==> config.mk <==
export PLATFORM = sky130hd
export DESIGN_NAME = regfile_write_scheduler
export DESIGN_NICKNAME = d
export VERILOG_FILES = /design/src/rtl/regfile_write_scheduler_pkg.sv /design/src/rtl/regfile_write_scheduler_scoreboard.sv /design/src/rtl/regfile_write_scheduler.sv
export SDC_FILE = /design/constraint.sdc
export NUM_CORES = 1
export LEC_CHECK = 0
export CORE_UTILIZATION = 35
export CTS_BUF_LIST = sky130_fd_sc_hd__clkbuf_8
export CTS_CLUSTER_DIAMETER = 100
export DETAILED_ROUTE_END_ITERATION = 12
export GPL_ROUTABILITY_DRIVEN = 0
export PLACE_DENSITY = 0.71
export SLEW_MARGIN = 20
export SYNTH_ARGS = -nofsm -noshare
export SYNTH_HDL_FRONTEND = slang
export SYNTH_HIERARCHICAL = 1
export SYNTH_SLANG_ARGS = --single-unit
==> constraint.sdc <==
create_clock -name clock_in -period 4.11 [get_ports clock_in]
set_input_delay 0.6165 -clock clock_in [delete_from_list [all_inputs] [get_ports clock_in]]
set_output_delay 0.6165 -clock clock_in [all_outputs]
set_load 0.05 [all_outputs]
==> src/rtl/regfile_write_scheduler_pkg.sv <==
// Shared widths, arbiter state encoding and constants for the register file write scheduler.
package regfile_write_scheduler_pkg;

  localparam int unsigned DATA_W   = 32;
  localparam int unsigned ADDR_W   = 5;
  localparam int unsigned NUM_REGS = 32;
  localparam int unsigned CNT_W    = 3;
  localparam int unsigned STARVE_W = 4;

  localparam logic [ADDR_W-1:0] REG_ZERO = ADDR_W'(0);

  typedef enum logic {
    ARB   = 1'b0,
    FORCE = 1'b1
  } arb_state_e;

endpackage

==> src/rtl/regfile_write_scheduler_scoreboard.sv <==
// Busy-register scoreboard for outstanding MDU results, pending counter and ID hazard detection.
module regfile_scoreboard
  import regfile_write_scheduler_pkg::*;
#(
  parameter int unsigned MAX_PENDING = 4
) (
  input  logic              clk,
  input  logic              rst_n,
  input  logic              issue_valid_i,
  input  logic [ADDR_W-1:0] issue_reg_i,
  input  logic [ADDR_W-1:0] check_reg1_i,
  input  logic [ADDR_W-1:0] check_reg2_i,
  input  logic              wb_valid_i,
  input  logic [ADDR_W-1:0] wb_reg_i,
  input  logic              xfer_i,
  input  logic [ADDR_W-1:0] xfer_reg_i,
  output logic              hazard_stall_o,
  output logic [CNT_W-1:0]  pending_count_o
);

  logic [NUM_REGS-1:0] busy_q, busy_d;
  logic [CNT_W-1:0]    count_q, count_d;
  logic                full_c;
  logic                hazard_c;
  logic                issue_ok_c;

  assign full_c = (count_q >= CNT_W'(MAX_PENDING));

  // Bit 0 is never set, so register 0 can never raise a hazard.
  always_comb begin
    hazard_c = busy_q[check_reg1_i] | busy_q[check_reg2_i]
             | (issue_valid_i & full_c)
             | (wb_valid_i & busy_q[wb_reg_i]);
  end

  assign issue_ok_c = issue_valid_i & ~hazard_c & ~full_c;

  // Clear on retire first so a same-register issue in the same cycle wins.
  always_comb begin
    busy_d  = busy_q;
    count_d = count_q;
    if (xfer_i) begin
      busy_d[xfer_reg_i] = 1'b0;
    end
    if (issue_ok_c) begin
      busy_d[issue_reg_i] = 1'b1;
    end
    busy_d[0] = 1'b0;
    case ({issue_ok_c, xfer_i})
      2'b10:   count_d = count_q + 1'b1;
      2'b01:   count_d = (count_q != '0) ? count_q - 1'b1 : count_q;
      default: count_d = count_q;
    endcase
  end

  always_ff @(posedge clk or negedge rst_n) begin
    if (!rst_n) begin
      busy_q  <= '0;
      count_q <= '0;
    end else begin
      busy_q  <= busy_d;
      count_q <= count_d;
    end
  end

  assign hazard_stall_o  = hazard_c;
  assign pending_count_o = count_q;

endmodule

==> src/rtl/regfile_write_scheduler.sv <==
// Arbitrates the register file write port between WB and the MDU, with a starvation guard.
module regfile_write_scheduler
  import regfile_write_scheduler_pkg::*;
#(
  parameter int unsigned STARVE_LIMIT = 4,
  parameter int unsigned MAX_PENDING  = 4
) (
  input  logic              clock_in,
  input  logic              reset_n,
  input  logic              wbValid,
  input  logic [ADDR_W-1:0] wbReg,
  input  logic [DATA_W-1:0] wbData,
  input  logic              mduValid,
  input  logic [ADDR_W-1:0] mduReg,
  input  logic [DATA_W-1:0] mduData,
  output logic              mduReady,
  input  logic              issueValid,
  input  logic [ADDR_W-1:0] issueReg,
  input  logic [ADDR_W-1:0] checkReg1,
  input  logic [ADDR_W-1:0] checkReg2,
  output logic              hazardStall,
  output logic              wbStall,
  output logic              regWrite,
  output logic [ADDR_W-1:0] writeReg,
  output logic [DATA_W-1:0] writeData,
  output logic [CNT_W-1:0]  pendingCount
);

  arb_state_e          state_q, state_d;
  logic [STARVE_W-1:0] starve_q, starve_d;
  logic                regwrite_q;
  logic [ADDR_W-1:0]   writereg_q;
  logic [DATA_W-1:0]   writedata_q;
  logic                wbstall_q;

  logic                mdu_ready_c;
  logic                win_c;
  logic [ADDR_W-1:0]   win_reg_c;
  logic [DATA_W-1:0]   win_data_c;

  // Arbiter next-state and winner selection.
  always_comb begin
    state_d     = state_q;
    starve_d    = starve_q;
    mdu_ready_c = 1'b0;
    win_c       = 1'b0;
    win_reg_c   = wbReg;
    win_data_c  = wbData;
    case (state_q)
      ARB: begin
        if (wbValid) begin
          win_c = 1'b1;
          if (mduValid) begin
            if (starve_q == STARVE_W'(STARVE_LIMIT - 1)) begin
              state_d = FORCE;
            end
            if (starve_q != '1) begin
              starve_d = starve_q + 1'b1;
            end
          end
        end else if (mduValid) begin
          mdu_ready_c = 1'b1;
          win_c       = 1'b1;
          win_reg_c   = mduReg;
          win_data_c  = mduData;
          starve_d    = '0;
        end
      end
      FORCE: begin
        state_d     = ARB;
        starve_d    = '0;
        mdu_ready_c = mduValid;
        if (mduValid) begin
          win_c      = 1'b1;
          win_reg_c  = mduReg;
          win_data_c = mduData;
        end
      end
      default: state_d = ARB;
    endcase
  end

  always_ff @(posedge clock_in or negedge reset_n) begin
    if (!reset_n) begin
      state_q  <= ARB;
      starve_q <= '0;
    end else begin
      state_q  <= state_d;
      starve_q <= starve_d;
    end
  end

  // Write port register: data holds when idle, register 0 suppresses the strobe.
  always_ff @(posedge clock_in or negedge reset_n) begin
    if (!reset_n) begin
      regwrite_q  <= 1'b0;
      writereg_q  <= '0;
      writedata_q <= '0;
      wbstall_q   <= 1'b0;
    end else begin
      regwrite_q <= win_c & (win_reg_c != REG_ZERO);
      wbstall_q  <= (state_d == FORCE);
      if (win_c) begin
        writereg_q  <= win_reg_c;
        writedata_q <= win_data_c;
      end
    end
  end

  regfile_scoreboard #(
    .MAX_PENDING(MAX_PENDING)
  ) u_scoreboard (
    .clk            (clock_in),
    .rst_n          (reset_n),
    .issue_valid_i  (issueValid),
    .issue_reg_i    (issueReg),
    .check_reg1_i   (checkReg1),
    .check_reg2_i   (checkReg2),
    .wb_valid_i     (wbValid),
    .wb_reg_i       (wbReg),
    .xfer_i         (mdu_ready_c & mduValid),
    .xfer_reg_i     (mduReg),
    .hazard_stall_o (hazardStall),
    .pending_count_o(pendingCount)
  );

  assign mduReady  = mdu_ready_c;
  assign wbStall   = wbstall_q;
  assign regWrite  = regwrite_q;
  assign writeReg  = writereg_q;
  assign writeData = writedata_q;

endmodule

; ---- After elaboration in Yosys (flattened, before gate mapping)
; Index checks and enable logic that the tools add are counted.
[word_totals]
elab_cells = 81
n_memories = 0
inputBits = 94
latchBits = 0
output_inout_bits = 44
mem_bits_ro = 0
mem_bits_rw = 0
reg_bits = 77
[op_classes]
mux = 34
eq_ne = 7
shifts = 0
bitwise = 15
n_addsub = 3
div = 0
n_lt_le_gt_ge = 8
multipliers = 0
n_reduce_logical = 7
[ops]
columns = operator, n
row1 = $mux 32, 4
row2 = $pmux 32 s2, 1
row3 = $and 32x32->32, 1
row4 = $not 32->32, 1
row5 = $or 32x32->32, 1
row6 = $lt 5x6->1 const B, 5
row7 = $mux 4, 4
row8 = $bmux 1 s5, 3
row9 = $mux 1, 11
row10 = $demux 1 s5, 2
row11 = $ge 5x1->1 const B, 2
row12 = $mux 5, 2
row13 = $pmux 5 s2, 1
row14 = $pmux 4 s2, 1
row15 = $and 1x1->1, 6
row16 = $pmux 1 s2, 3
row17 = $pmux 3 s2, 1
row18 = $reduce_bool 5->1, 1
row19 = $add 4x1->4 const B, 1
row20 = $eq 4x2->1 const B, 1
row21 = $ne 4x4->1 const B, 1
row22 = $reduce_and 2->1, 2
row23 = $add 3x1->3 const B, 1
row24 = $ge 3x3->1 const B, 1
row25 = 12 further kinds, 17

; ---- Longest topological paths before layout
; Gate-level depths: netlist of the first run.
[depth]
word_depth = 11
mapped_depth = 13
mapped_depth_nobuf = 12

; ---- Cells and area by module
; Netlist of the first run, hierarchy kept.
[by_module_without_submodules]
columns = module, cells_each, area_per_inst_um2, instances, seq_area_each_um2
row1 = regfile_scoreboard, 263, 2570.0, 1, 850.8
row2 = regfile_write_scheduler, 199, 2064.5, 1, 1076.0

; ---- Worst setup path before layout of the first run
; No wires, ideal clock.
[synth_timing]
path_kind = input to register
start = input checkReg1[0]
end = register u_scoreboard.count_q[1], in the netlist u_scoreboard/pending_count_o[1]
path_stages = 12
arrival_ns = 3.067
n_path_buf = 1
setup_time_ns = 0.128
required_ns = 3.982
path_slack_ns = 0.914
path_cell_list = buf_6 > mux4_1 > mux2_2 > and3_4 > nor3_2 > and4bb_4 > nand2b_1 > xnor2_1 > ha_1 > mux2_2 > nand2_1 > o21ai_0
[synth_via]
word_cells_on_any_way = 14
cone_classes = 3 x eq/ne / 3 x mux / 6 x bitwise / 2 x reduce/logical
[synth_rtl]
columns = item, line
row1 = start: declaration, regfile_write_scheduler.sv:19  ; input logic [ADDR_W-1:0] checkReg1,
row2 = $bmux 1 s5 (*), regfile_write_scheduler_scoreboard.sv:31  ; hazard_c = busy_q[check_reg1_i] | busy_q[check_reg2_i]
row3 = $mux 1 (not written as such) (*), regfile_write_scheduler_scoreboard.sv:31
row4 = $or 1x1->1 (*), regfile_write_scheduler_scoreboard.sv:31
row5 = $or 1x1->1 (*), regfile_write_scheduler_scoreboard.sv:32  ; | (issue_valid_i & full_c)
row6 = $or 1x1->1 (*), regfile_write_scheduler_scoreboard.sv:33  ; | (wb_valid_i & busy_q[wb_reg_i]);
row7 = $not 1->1 (*), regfile_write_scheduler_scoreboard.sv:36  ; assign issue_ok_c = issue_valid_i & ~hazard_c & ~full_c;
row8 = $and 1x1->1 (*) (2 in series), regfile_write_scheduler_scoreboard.sv:36
row9 = $eq 2x1->1 or $eq 2x2->1 (tied branches), regfile_write_scheduler_scoreboard.sv:49  ; case ({issue_ok_c, xfer_i})
row10 = $pmux 3 s2 (*), regfile_write_scheduler_scoreboard.sv:49
row11 = via u_scoreboard.count_d[1], regfile_write_scheduler_scoreboard.sv:22  ; logic [CNT_W-1:0] count_q, count_d;
row12 = end signal: assignment, regfile_write_scheduler_scoreboard.sv:62  ; count_q <= count_d;
row13 = end: declaration, regfile_write_scheduler_scoreboard.sv:22
; The timed path passes the listed nets; every way through them passes the cells marked *. The select of a mux whose other input is x is not followed.
; A chain may end at the register's enable or synchronous reset.

; ---- Worst setup path in the final report of the first run
[layout_timing]
start = input checkReg2[1]
end = output hazardStall
[layout_via]
elab_chain_cells = 5
[layout_lines]
columns = item, line
row1 = start: declaration, regfile_write_scheduler.sv:20  ; input logic [ADDR_W-1:0] checkReg2,
row2 = $bmux 1 s5, regfile_write_scheduler_scoreboard.sv:31
row3 = $mux 1 (not written as such), regfile_write_scheduler_scoreboard.sv:31
row4 = $or 1x1->1, regfile_write_scheduler_scoreboard.sv:31
row5 = $or 1x1->1, regfile_write_scheduler_scoreboard.sv:32
row6 = $or 1x1->1, regfile_write_scheduler_scoreboard.sv:33
row7 = end: declaration, regfile_write_scheduler.sv:21  ; output logic hazardStall,
; No other way between the ends. The select of a mux whose other input is x is not followed.

==> results_dict.tcl, run 1 <==
set metrics [dict create \
    grt_antenna_before_repair 0 \
    fp.coreArea_um2 12770 \
    sequential_cell_area_um2 1927 \
    max_cap_violations 0 \
    top_area_cell_type_share_of_the_netlist_area_pct 41.58 \
    die_height_um 117.1 \
    design_power_total_uw 2621 \
    ys_async_sr_fraction_pct 100.0 \
    finalWirelength_um 13930 \
    max-slew-margin-rel_pct 33.89 \
    gr-usage-all-layers_pct 20.97 \
    via_count 4138 \
    run_status "complete, no violations" \
    postSynthRegisterBits 77 \
    peakVddDrop_v 0.0001593 \
    synth_nets 558 \
    first_pass_grt_wire_length_um 21750 \
    met3WireLength_um 787 \
    worst_setup_path_startpoint "checkReg2[1]" \
    grt_setup_unrepaired "false" \
    critPathLaunchType "input port" \
    grt_max_degree 78 \
    dpl.hpwl_um 10250 \
    cts.path.max_buffers 2 \
    overflow 0 \
    endpoint_kind "primary output" \
    crit_path_max_incr_delay_ps 790 \
    cts-buffers-inserted 9 \
    dieArea_um2 13710 \
    hold_path.class "input port to async pin" \
    worstSkewPairLatency_ps 350 \
    cts_tree "built" \
    multiInputGateArea_um2 2506 \
    synth_top_cell_by_area "dfrtp_1" \
    ratio_of_cells_with_drive_above_1_in_the_final_layout_pct 10.94 \
    nFillCells 1124 \
    synthToLayoutAreaGrowth_pct 35.72 \
    post_cts_resize_count 0 \
    synth.distinct_cells 55 \
    timing.final.setup_violations 0 \
    met2_wirelength_um 6784 \
    wire_per_inst_um 18.18 \
    drtAntennaViolNets 0 \
    critPathArrivalTime_ps 2790 \
    initialDrtViolationCount 290 \
    grt_pass1_vias 4064 \
    critical_path_required_ps 3490 \
    drtPass1Iterations 4 \
    cts_hold_repair.buffers 0 \
    std_cell_rows 41 \
    synthesis.yosys.warnings 6 \
    synth_edf_count 0 \
    clock_skew_ps 12.60 \
    synth.cell_area_um2 4634 \
    synth-seq-area-share_pct 41.58 \
    timing.setup.tns_ps 0 \
    final_net_count 686 \
    detailed_place.area_um2 6100 \
    post_cts_buffers 0 \
    total_leakage_power_uw 0.002611 \
    setup_slack_of_the_worst_register_to_register_path_ps 1180 \
    final_max_slew_viol_count 0 \
    worst_setup_hold_path_clk_slew_ps 80 \
    path_class "input port to primary output" \
    clock-root-buffer "clkbuf_8" \
    die_w_um 117.1 \
    syn_avg_cell_area_um2 10.03 \
    met1_length_um 6154 \
    postSynthCellCount 462 \
    post_place_setup_slack_ps 353.6 \
    diodes 0 \
    drc_errors 0 \
    worst_setup_margin_ps 704.4 \
    critical_path.max_fanout 10 \
    top_post_synthesis_cells_by_area "dfrtp_1 42%, mux2i_1 11%, o21ai_0 8.2%" \
    numClockSinks 77 \
    stdcell_area_um2 6290 \
    ys_dominant_reg_cell "dfrtp_1" \
    timing.final.crit_share_pct 82.86 \
    route.top_layer_used "met4" \
    period_needed_ps 3406 \
    initial_core_util_pct 36.28 \
    layout.cells.most_common_list "134 x clkdlybuf4s50_1, 77 x dfrtp_1, 76 x o21ai_0" \
    vias_per_cell 5.402 \
    cp_cell_instances "clkdlybuf4s50_1 > mux4_2 > a2bb2oi_1 > nand4b_1 > nand4_1 > nor2_1 > nand3_1 > buf_4" \
    clock.fmax_ghz 0.2936 \
    layout.cells.most_common "clkdlybuf4s50_1" \
    worst_pin_slew_ps 991.6 \
    launching_point_of_the_worst_reg2reg_path "u_scoreboard/busy_q[21]" \
    cts_max_level 3 \
    io_buffers 137 \
    finalHoldViolations 0 \
    p_per_area_nw_per_um2 416.7 \
    crit_slowest_cell "clkdlybuf4s50_1" \
    floorplan.io_pins 138 \
]
where the power goes:
part           internal [uW]  total (uW)  switching, uW  leakage [uW]
Sequential               908        1100            190      0.000969
Combinational            440         955            516       0.00154
Clock                    291         568            277      0.000103
Total                   1640        2620            983       0.00261
area by class of cell:
cell class              count  share of cell area (%)
clock buffers              10                   2.188
clock inverters             5                  0.8355
well taps                 172                   3.422
repair buffers            147                   22.84
flip-flops and latches     77                   30.63
multi-input cells         351                   39.84
inverters                   4                  0.2387
final timing paths:
check | endpoint | cells past startpoint
worst max-delay path | hazardStall | 8
worst min-delay path | writeData[1] | 1
worst max register to register | u_scoreboard/pending_count_o[1] | 11
worst min register to register | wbStall | 1
max in group asynchronous | writeReg[0] | 1
min in group clock_in | wbStall | 1
stage by stage:
step           hold WS, ps  instances  util [%]
2_1_floorplan        320.9        462         -
3_3_place_gp         516.8        751     47.75
3_5_place_dp         511.4        751     47.75
4_1_cts              462.5        766     49.24
5_1_grt              504.9        766     49.24
6_report             421.4        766     49.24
cell usage after synthesis, types with 9 or more instances:
master	instances
nor2_1	18
mux4_2	10
nand3_1	14
nand3b_1	11
nor2b_1	10
clkbuf_1	9
nand2_1	51
mux2i_1	51
o21ai_0	76
o21ai_2	10
o21ai_1	22
dfrtp_1	77
per-layer routing:
layer	vias up	GRT usage, %
met5	-	0
met2	138	34.40
met1	2025	28.32
met3	14	3.862
li1	1961	-
met4	0	6.160
critical path, delay by kind of cell:
family	cells	cell delay [ps]
simple gates	4	470
mux	1	560
buf+inv	2	990
compound gates	1	140
cell families after synthesis:
family | count (synthesis) | synth area share [%]
xor+xnor | 1 | 0.1890
buf+inv | 34 | 4.508
fa+ha+maj | 2 | 0.5399
mux | 72 | 19.84
compound gates | 128 | 15.82
simple gates | 148 | 17.52
flops | 77 | 41.58
state kept, by name, indices dropped and copies added, names as in the netlist:
name,cells
writeData,32
u_scoreboard/busy_q,31
writeReg,5
starve_q,4
u_scoreboard/pending_count_o,3
regWrite,1
wbStall,1
No activity file was read; power rests on OpenSTA's default activity.
==> run 2: changes to the inputs <==
- clock period: 4.11 -> 3.46 ns (I/O delays scaled with it)
==> results_dict.tcl, run 2 (synthesis gave the netlist of run 1 again) <==
set metrics [dict create \
    first_pass_grt_wire_length_um 22460 \
    wire_per_inst_um 18.69 \
    grt_setup_unrepaired "false" \
    largest_register_ff_count 32 \
    finalWirelength_um 14410 \
    max_cap_violations 0 \
    layout.cells.most_common_list "132 x clkdlybuf4s50_1, 77 x dfrtp_1, 76 x o21ai_0" \
    gr-usage-all-layers_pct 21.68 \
    stdcell_area_um2 6366 \
    post_cts_resize_count 0 \
    nFillCells 1120 \
    critical_path.max_fanout 5 \
    total_leakage_power_uw 0.002661 \
    critPathLaunchType "input port" \
    timing.critical_path.max_delay_family "multiplexers" \
    worstSkewPairLatency_ps 350 \
    floorplan.io_pins 138 \
    clock.fmax_ghz 0.3178 \
    peakVddDrop_v 0.0001932 \
    die_height_um 117.1 \
    run_status "complete, no violations" \
    path_class "input port to register" \
    grt_pass1_vias 4236 \
    crit_slowest_cell "clkdlybuf4s50_1" \
    ratio_of_cells_with_drive_above_1_in_the_final_layout_pct 11.85 \
    worst_pin_slew_ps 981.6 \
    detailed_place.area_um2 6140 \
    drc_errors 0 \
    dpl.hpwl_um 10470 \
    hold_ws_ps 318.7 \
    io_buffers 137 \
    initial_core_util_pct 36.28 \
    grt_max_degree 79 \
    final_max_slew_viol_count 0 \
    overflow 0 \
    cp_cell_instances "clkdlybuf4s50_1 > mux4_2 > mux2i_1 > o32ai_1 > nor3_2 > and4bb_4 > nand2b_1 > xnor2_1 > ha_1 > mux2_2 > nand2_1 > o21ai_0" \
    endpoint_kind "register" \
    max-slew-margin-rel_pct 34.56 \
    cts_tree "built" \
    launching_point_of_the_worst_reg2reg_path "u_scoreboard/busy_q[21]" \
    cts_hold_repair.buffers 0 \
    drtAntennaViolNets 0 \
    vias_per_cell 5.550 \
    period_needed_ps 3147 \
    critical_path_required_ps 3680 \
    via_count 4279 \
    worst_setup_hold_path_clk_slew_ps 90 \
    hold_path.class "input port to async pin" \
    clock-root-buffer "clkbuf_8" \
    clock_skew_ps 13.03 \
    synthToLayoutAreaGrowth_pct 37.37 \
    timing.critical_path.buf_inv 1 \
    dieArea_um2 13710 \
    timing.setup.tns_ps 0 \
    p_per_area_nw_per_um2 507.7 \
    critPathArrivalTime_ps 3370 \
    post_cts_buffers 0 \
    grt_antenna_before_repair 0 \
    worst_setup_path_startpoint "wbReg[1]" \
    initialDrtViolationCount 440 \
    finalHoldViolations 0 \
    fp.coreArea_um2 12770 \
    cts.path.max_buffers 2 \
    diodes 0 \
    cts-buffers-inserted 9 \
    cts_max_level 3 \
    timing.final.crit_share_pct 90.95 \
    crit_path_max_incr_delay_ps 620 \
    std_cell_rows 41 \
    numClockSinks 77 \
    layout.cells.most_common "clkdlybuf4s50_1" \
    timing.final.setup_violations 0 \
    final_net_count 690 \
    die_w_um 117.1 \
    drtPass1Iterations 8 \
]
## run 2: changes by cell type in the layout (fill, tap and decap cells not counted)
cell	change
clkdlybuf4s50_1	-2
inv_6	+1
bufinv_16	+1
dlymetal6s2s_1	+1
buf_12	+1
clkinv_2	-1
buf_4	+4
## run 2: layer usage
layer / GRT usage (%) / share of wire, %
met1: 28.09 / 42
met2: 35.78 / 49
met3: 4.686 / 6.6
met4: 7.848 / 2.3
met5: 0 / 0
## run 2: power by group
group	switching (uW)	internal (uW)	total [uW]
clock	352	427	778
combinational	622	528	1150
sequential	226	1080	1300
total	1200	2030	3230
## run 2: per-stage QoR
stage	power, uW	util [%]	worst slack [ps]	std cells
6_report	3232	49.84	313.1	771
5_1_grt	3391	49.84	149.5	771
4_1_cts	3235	49.82	149.5	771
3_5_place_dp	2451	48.07	-206.9	755
3_3_place_gp	2406	48.07	-108.5	755
2_1_floorplan	1984	-	361.6	462
## run 2: final timing paths
path	depth (start not counted)	to	slack, ps
worst min register to register	1	wbStall	540
min in group clock_in	1	wbStall	540
worst max register to register	11	u_scoreboard/pending_count_o[1]	500
worst min-delay path	1	writeData[26]	320
worst max-delay path	12	u_scoreboard/pending_count_o[1]	310
max in group asynchronous	1	u_scoreboard/busy_q[9]	2500
## run 2: final cells by class
| class | instances | area [um2] | share of cell area, % |
|---|---|---|---|
| clock buffer | 10 | 137.6 | 2.162 |
| inverter | 4 | 15.01 | 0.2358 |
| tap | 172 | 215.2 | 3.380 |
| clock inverter | 6 | 86.33 | 1.356 |
| sequential | 77 | 1927 | 30.27 |
| multi-input combinational | 351 | 2506 | 39.37 |
| timing repair buffer | 151 | 1479 | 23.23 |
## run 2: worst reg2reg max path, stage by stage, from the launching register on
cell and delay [ps]:
dfrtp_1 450, mux4_1 540, mux2_2 280, and3_4 180, nor3_2 210, and4bb_4 270
nand2b_1 130, xnor2_1 130, ha_1 260, mux2_2 270, nand2_1 60, o21ai_0 70
==> run 3: changes to the inputs <==
- ABC_AREA: default -> 1
- CTS_CLUSTER_SIZE: default -> 16
==> results_dict.tcl, run 3 <==
set metrics [dict create \
    run_status "complete, no violations" \
    syn_avg_cell_area_um2 7.025 \
    post_cts_buffers 0 \
    placedCellCount 968 \
    std_cell_rows 42 \
    clock-root-buffer "clkbuf_8" \
    critical_path.max_fanout 16 \
    synthToLayoutAreaGrowth_pct 34.31 \
    grt_pass1_vias 4681 \
    drc_errors 0 \
    grt_antenna_before_repair 0 \
    timing.final.crit_share_pct 84.63 \
    synth_top_cell_by_area "dfrtp_1" \
    hold_path.class "input port to async pin" \
    timing.setup.tns_ps 0 \
    top_post_synthesis_cells_by_area "dfrtp_1 41%, nand2_1 19%, nand3_1 13%" \
    initial_core_util_pct 35.91 \
    critPathLaunchType "input port" \
    synth.cell_area_um2 4756 \
    clock_skew_ps 7.236 \
    synth.distinct_cells 31 \
    p_per_area_nw_per_um2 474.9 \
    post-synth-top-count-cell "nand2_1" \
    drtPass1Iterations 6 \
    ratio_of_cells_with_drive_above_1_in_the_final_layout_pct 5.198 \
    numClockSinks 77 \
    post_cts_resize_count 0 \
    layout.cells.most_common_list "241 x nand2_1, 134 x clkdlybuf4s50_1, 126 x nand3_1" \
    final_max_slew_viol_count 0 \
    design_power_total_uw 3034 \
    synth_top_cells_by_count "241 x nand2_1, 126 x nand3_1, 77 x dfrtp_1" \
    fin_util_pct 48.23 \
    worst_setup_hold_path_clk_slew_ps 80 \
    finalHoldViolations 0 \
    total_leakage_power_uw 0.002951 \
    synthesis.yosys.warnings 6 \
    cts_hold_repair.buffers 0 \
    layout.cells.most_common "nand2_1" \
    die_height_um 118.6 \
    finalWirelength_um 14580 \
    peakVddDrop_v 0.0002230 \
    cts-buffers-inserted 9 \
    ys_async_sr_fraction_pct 100.0 \
    final_std_cells_w_o_fill 984 \
    synth_edf_count 0 \
    die_w_um 118.6 \
    hold_ws_ps 209.3 \
    worstSkewPairLatency_ps 350 \
    max-slew-margin-rel_pct 51.51 \
    drtAntennaViolNets 0 \
    wire_per_inst_um 14.82 \
    synth_nets 773 \
    cts_tree "built" \
    timing.final.setup_violations 0 \
    final_net_count 899 \
    cts_max_level 3 \
    clock.fmax_ghz 0.3415 \
    io_buffers 137 \
    dpl.hpwl_um 10420 \
    postSynthCellCount 677 \
    grt_setup_unrepaired "false" \
    diodes 0 \
    fp.coreArea_um2 13240 \
    vias_per_cell 5.029 \
    ys_dominant_reg_cell "dfrtp_1" \
    cts.path.max_buffers 2 \
    via_count 4949 \
    path_class "input port to primary output" \
    postSynthRegisterBits 77 \
    max_cap_violations 0 \
    dieArea_um2 14060 \
    endpoint_kind "primary output" \
    synth-seq-area-share_pct 40.52 \
    largest_register_ff_count 32 \
    top_area_cell_type_share_of_the_netlist_area_pct 40.52 \
    nFillCells 1324 \
    gr-usage-all-layers_pct 21.11 \
    first_pass_grt_wire_length_um 23410 \
    critPathArrivalTime_ps 2410 \
    floorplan.io_pins 138 \
    critical_path_required_ps 2940 \
    initialDrtViolationCount 448 \
    period_needed_ps 2928 \
    overflow 0 \
    grt_max_degree 78 \
    worst_pin_slew_ps 727.4 \
]
==> run 3: cell count changes after synthesis, moves of 9 or more <==
cell / delta
nor2b_1: -10
inv_1: +67
nand3_1: +112
mux2i_1: -51
nand2_1: +190
mux4_2: -10
o21ai_1: -16
o21ai_2: -9
nor2_1: -9
nand3b_1: -10
==> run 3: metal layers <==
layer	wire, um	global-route usage (%)	part of all wire, %
met2	6738	34.72	46
met4	359	7.595	2.5
met5	0	0	0
met1	6133	26.33	42
met3	1351	5.936	9.3
==> run 3: logic make-up after synthesis <==
| family | Yosys count | share of synthesized area (%) |
|---|---|---|
| buffers and inverters | 104 | 11.55 |
| and+or+nand+nor | 400 | 36.89 |
| xor gates and xnor gates | 1 | 0.1842 |
| adders and majority gates | 2 | 0.5261 |
| AOI/OAI and AO/OA | 93 | 10.34 |
| DFF | 77 | 40.52 |
==> run 3: final timing paths <==
path                                                    to  cells after the start                     from  slack, ps
min reg2reg                                        wbStall                      1              starve_q[2]        470
max                                            hazardStall                     10             checkReg2[0]        530
min                                          writeData[27]                      1                  reset_n        210
min in group clock_in                              wbStall                      1              starve_q[2]        470
max reg2reg                u_scoreboard/pending_count_o[2]                     19  u_scoreboard/busy_q[15]       1270
max in group asynchronous  u_scoreboard/pending_count_o[1]                      1                  reset_n       2760
==> run 3: critical path, cell delays in order <==
cell             delay (ps)
clkdlybuf4s50_1         680
buf_4                   270
nand2_1                  70
o211ai_1                100
nand3_1                  90
nand3_1                 110
nand3_1                  80
nand2_1                 160
nand3_1                 150
buf_12                  180
==> run 3: metrics by stage <==
step | setup WS (ps) | instance area, um2
after CTS | 558.9 | 6384
final | 531.8 | 6387
after detailed placement | 383.2 | 6146
after floorplan | 1217 | 4756
after global placement | 457.3 | 6146
after global routing | 362.4 | 6387
==> run 3: cell type report <==
type,instances,area (um2),share of cell area [%]
clock buffer,9,123.9,1.939
clock inverter,7,113.9,1.783
inverter,76,297.8,4.662
multi-input combinational,496,2280,35.69
sequential,77,1927,30.17
tap,176,220.2,3.448
timing repair buffer,143,1425,22.31
==> run 3: power by group <==
group          switching (uW)  internal [uW]  total [uW]
Clock                     351            477         828
Combinational             674            380        1050
Sequential                114           1040        1150
Total                    1140           1890        3030
